### src/rtl/pipeline_hazard_ctrl.sv
// pipeline_hazard_ctrl: stall/flush sequencer for the 5-stage MIPS pipeline.
// Inputs : clock, reset (sync, active-high); ID sources (id_rs, id_rt, id_uses_rt);
//          ID/EX load info (id_ex_mem_read, id_ex_rt); EX/MEM branch info
//          (ex_mem_branch, ex_mem_zero); data-memory handshake (mem_req, mem_ready).
// Outputs: PC / pipeline-register write enables, bubble selects and flushes
//          (combinational), plus registered ctrl_state, stall_count and the
//          sticky mem_timeout_err.
module pipeline_hazard_ctrl #(
    parameter int MEM_TIMEOUT = 15,
    parameter int COUNT_W     = 16
) (
    input  logic               clock,
    input  logic               reset,
    input  logic [4:0]         id_rs,
    input  logic [4:0]         id_rt,
    input  logic               id_uses_rt,
    input  logic               id_ex_mem_read,
    input  logic [4:0]         id_ex_rt,
    input  logic               ex_mem_branch,
    input  logic               ex_mem_zero,
    input  logic               mem_req,
    input  logic               mem_ready,
    output logic               pc_write,
    output logic               ctrl_hazard_if_id_write,
    output logic               ctrl_hazard_bubble,
    output logic               id_ex_write,
    output logic               ex_mem_write,
    output logic               mem_wb_bubble,
    output logic               flush_if_id,
    output logic               flush_id_ex,
    output logic               flush_ex_mem,
    output logic [1:0]         ctrl_state,
    output logic [COUNT_W-1:0] stall_count,
    output logic               mem_timeout_err
);
    localparam int WW = $clog2(MEM_TIMEOUT + 1);

    typedef enum logic [1:0] {RUN, LOAD_STALL, MEM_WAIT, ERROR} state_t;

    state_t        state, state_nx;
    logic [WW-1:0] wait_cnt, wait_nx;
    logic          err_set;
    logic          mem_stall, br_taken, load_use, freeze, stall_lu;

    assign mem_stall = mem_req & ~mem_ready;
    assign br_taken  = ex_mem_branch & ex_mem_zero;
    assign load_use  = id_ex_mem_read & (id_ex_rt != 5'd0) &
                       ((id_ex_rt == id_rs) | (id_uses_rt & (id_ex_rt == id_rt)));
    // Inside MEM_WAIT the access is already pending, so only mem_ready matters.
    assign freeze    = (state == ERROR) | ((state == MEM_WAIT) ? ~mem_ready : mem_stall);
    // A taken branch squashes the dependent instruction, so it wins over load-use;
    // the cycle after a load stall never stalls again for the same hazard.
    assign stall_lu  = ~freeze & ~br_taken & load_use & (state != LOAD_STALL);

    always_ff @(posedge clock) begin
        if (reset) begin
            state           <= RUN;
            wait_cnt        <= '0;
            stall_count     <= '0;
            mem_timeout_err <= 1'b0;
        end else begin
            state    <= state_nx;
            wait_cnt <= wait_nx;
            if (~pc_write && ~&stall_count)
                stall_count <= stall_count + COUNT_W'(1);
            if (err_set)
                mem_timeout_err <= 1'b1;
        end
    end

    always_comb begin
        state_nx = state;
        wait_nx  = wait_cnt;
        err_set  = 1'b0;
        if (state == ERROR) begin
            state_nx = ERROR;
        end else if (freeze) begin
            if (state != MEM_WAIT) begin
                state_nx = MEM_WAIT;
                wait_nx  = WW'(1);
            end else if (wait_cnt == WW'(MEM_TIMEOUT)) begin
                state_nx = ERROR;
                err_set  = 1'b1;
            end else begin
                wait_nx  = wait_cnt + WW'(1);
            end
        end else begin
            state_nx = stall_lu ? LOAD_STALL : RUN;
            wait_nx  = '0;
        end
    end

    always_comb begin
        pc_write                = ~reset & ~freeze & ~stall_lu;
        ctrl_hazard_if_id_write = ~reset & ~freeze & ~stall_lu;
        ctrl_hazard_bubble      = reset | stall_lu;
        id_ex_write             = reset | ~freeze;
        ex_mem_write            = reset | ~freeze;
        mem_wb_bubble           = reset | freeze;
        flush_if_id             = reset | (~freeze & br_taken);
        flush_id_ex             = reset | (~freeze & br_taken);
        flush_ex_mem            = reset | (~freeze & br_taken);
        ctrl_state              = state;
    end
endmodule

### config.mk
export PLATFORM = sky130hd
export DESIGN_NAME = pipeline_hazard_ctrl
export DESIGN_NICKNAME = d
export VERILOG_FILES = /design/src/rtl/pipeline_hazard_ctrl.sv
export SDC_FILE = /design/constraint.sdc
export NUM_CORES = 1
export LEC_CHECK = 0
export CAP_MARGIN = 40
export CORE_UTILIZATION = 49
export CTS_BUF_LIST = sky130_fd_sc_hd__clkbuf_4
export DETAILED_ROUTE_END_ITERATION = 10
export MAX_ROUTING_LAYER = met4
export PLACE_DENSITY = 0.92
export SYNTH_ARGS = -nofsm -noshare
export SYNTH_HDL_FRONTEND = slang
export SYNTH_SLANG_ARGS = --single-unit
export TNS_END_PERCENT = 5
### constraint.sdc
create_clock -name clock -period 4.2 [get_ports clock]
set_input_delay 0.42 -clock clock [delete_from_list [all_inputs] [get_ports clock]]
set_output_delay 0.42 -clock clock [all_outputs]
set_load 0.02 [all_outputs]
==> impl_results.md <==
- Max Buffers Root-to-Sink: 2
- Met2 WL: 1680 microns
- Final period utilization: 0.684
- Crit path DAT: 2.45 ns
- Total track usage: 0.251
- Hold_ws: 0.464 ns
- Worst VDD drop: 0.213 mV
- Clk sinks: 23
- CP endpoint kind: output port
- Area growth, synth to finish: 38.3%
- Post-synth EDFFs: 0
- Top-area cell type share of the netlist area: 0.337
- Antenna violations before repair: 0
- Pwr dens: 227 nW/um^2
- Rel. slew slack: 0.781
- Multi-input gate area: 823 sq um
- Hold Violations, Final: 0
- Synthesis-stage register bit count: 23
- Async S/R FF share, synth: 0
- Unrepaired setup endpoints after global routing: false
- Max cap viols: 0
- Worst R2R Start: stall_count[0]
- Buffers plus inverters on the worst setup path: 3
- Resized Gates After CTS: 0
- Detail Route Antenna Nets: 0
- Largest stage delay on the critical path: 0.64 ns
- DR vias: 1360
- CTS tree: built
- Share of cells above drive strength 1: 0.0802
- Routed len/inst: 13.5 microns
- Commonest non-fill, non-tap cell in the layout: clkdlybuf4s50_1
- Main synth FF type: dfxtp_1
- Core Rows: 18
- Total gr overflow: 0
- Final Setup Violations: 0
- Sequential cell area: 460 sq um
- IO buf count: 50
- Crit path max fanout: 26
- R2r setup slk: 1.96 ns
- FILL cells: 179
- Critical path cell sequence: clkdlybuf4s50_1 > nand2b_1 > a21oi_2 > nand2b_1 > a21oi_2 > buf_4 > clkdlybuf4s50_1
- Die ar.: 3000 sq um
- Worst-path clk slew: 0.12 ns
- Status: completed
- Clock skew: 0.00440 ns
- Synth area leaders: dfxtp_1 34%, xnor2_1 6.4%, a21oi_1 5.1%
- Final setup TNS: 0 ns
- Via/cell ratio: 5.62
- Vert. Die Dim: 54.8 microns
- Cell taking the most area after synthesis: dfxtp_1
- Die Width: 54.8 microns
- Worst min path class: reg2reg
- Most frequent cells in the layout: 50 x clkdlybuf4s50_1, 23 x dfxtp_1, 14 x nor2_1, 14 x a21oi_1
- Pin count of the biggest net entering global routing: 31
- Uppermost layer routed: met4
- Postcts setup bufs: 0
- DRC: 0
- Syn_nets: 191
- Core ar.: 2540 sq um
- Fin util: 0.742
- Hold EP: mem_timeout_err
- H-tree Lvls: 1
- WP data required: 3.78 ns
- Root buffer cell: clkbuf_4
- Slowest-stage cell, CP: clkdlybuf4s50_1
- LEAKAGE: 0.644 nW
- Vias in the first global route: 1225
- Drt total wl: 3270 microns
- Reg2Reg Capture Point: stall_count[10]
- Avg Synthesized Cell Area: 8.23 sq um
- Ports: 51
- Fin crit period: 2.87 ns
- Total Power: 0.428 mW
- DPL Wire Length: 2500 microns
- Hold path depth: 2
- WS Path Type: in2out
- Seq/Total Area, Yosys: 0.337
- Drt pass-1 iters: 4
- Fin nets: 238
- Mapped cell area: 1370 sq um
- First-pass GRT wire length: 5260 microns
- Initial Util: 0.537
- GPL Wtd Cong: 0.841
- Critical Path Start Type: input port
- Met1 WL: 1410 microns
- Synth Warn #: 0
- Clock latency on the worst-skew pair: 0.31 ns
- Worst reg2reg path depth: 8
- Total CTS buffers: 3
- Tightest Pin Transition: 0.326 ns
- Hold_buf cts: 0
- Count of different cell masters after synthesis: 36
- 1st-iter DRT viols: 23
- Max Fclk: 0.348 GHz
- Syn Inst Count: 166
- Antenna Cells: 0
- WL met3: 128 microns
- Critical hold path startpoint: mem_timeout_err
- Delay-heaviest family, CP: buffers and inverters
- Slew Limit Fails: 0
==> logic make-up (layout without fill, tap and decap cells) <==
| kind of cell | count (synthesis) | after routing | share of synthesized area |
|---|---|---|---|
| AOI/OAI and AO/OA | 33 | 33 | 0.156 |
| and+or+nand+nor | 76 | 76 | 0.309 |
| buffers and inverters | 15 | 61 | 0.0604 |
| DFF | 23 | 23 | 0.337 |
| adders and majority gates | 2 | 2 | 0.0183 |
| xor gates and xnor gates | 11 | 11 | 0.0705 |
| muxes | 6 | 6 | 0.0494 |
==> cells in the mapped netlist (2+ instances only) <==
cell type and n:
mux2_1 2, inv_1 4, nand2b_1 4, clkbuf_1 3
nand4_1 3, buf_4 4, dfxtp_1 23, a21oi_2 3
nor2_1 14, xnor2_1 10, nand3_1 13, o21ai_0 4
and2_1 2, buf_2 3, nor2b_1 7, nand2_1 13
mux2_2 4, o31ai_1 8, nor4_1 2, and3_1 3
or3_1 2, or4_1 7, ha_1 2, a21oi_1 14
==> area by class of cell <==
type	count	area share
sequential	23	0.244
tap	30	0.0199
inverter	4	0.00795
timing repair buffer	53	0.277
clock buffer	4	0.0159
multi-input combinational	128	0.436
==> state kept, by name, indices dropped and copies added (netlist names) <==
| signal | cells |
|---|---|
| stall_count | 16 |
| wait_cnt | 4 |
| ctrl_state | 2 |
| mem_timeout_err | 1 |
==> report_power, final <==
group | internal (mW) | total, mW | switching [mW]
logic | 0.0499 | 0.0937 | 0.0439
registers | 0.222 | 0.226 | 0.00478
clock network | 0.0436 | 0.108 | 0.0643
total | 0.315 | 0.428 | 0.113
==> routing by layer <==
layer / track usage / vias to the layer above
li1: - / 686
met1: 0.278 / 643
met4: 0.0855 / 0
met2: 0.434 / 24
met3: 0.0639 / 7
met5: - / -
==> worst max path at each step <==
stage               cells past startpoint                       to  slack [ns]           from
global placement                        7                 pc_write        1.42      mem_ready
finish                                  7  ctrl_hazard_if_id_write        1.33      mem_ready
CTS                                     7  ctrl_hazard_if_id_write        1.33      mem_ready
detailed placement                      7  ctrl_hazard_if_id_write        1.34      mem_ready
global route                            7  ctrl_hazard_if_id_write        1.21      mem_ready
floorplan                               7                 pc_write        1.95  ctrl_state[0]
==> metrics by stage <==
step / cells / area (sq um) / setup slack (ns)
3_3_place_gp: 238 / 1860 / 1.42
6_report: 242 / 1890 / 1.33
3_5_place_dp: 238 / 1860 / 1.34
4_1_cts: 242 / 1890 / 1.33
5_1_grt: 242 / 1890 / 1.21
2_1_floorplan: 166 / 1370 / 1.95
==> worst reg2reg max path, delay by kind of cell, from the launching register on <==
| family | cells | cell delay (ns) |
|---|---|---|
| AND/OR/NAND/NOR | 5 | 0.95 |
| flip-flops | 1 | 0.45 |
| multiplexers | 1 | 0.30 |
| buffers and inverters | 1 | 0.25 |
| adder cells (fa/ha/maj) | 1 | 0.21 |
Note: power is estimated with default switching activity, not from simulation.
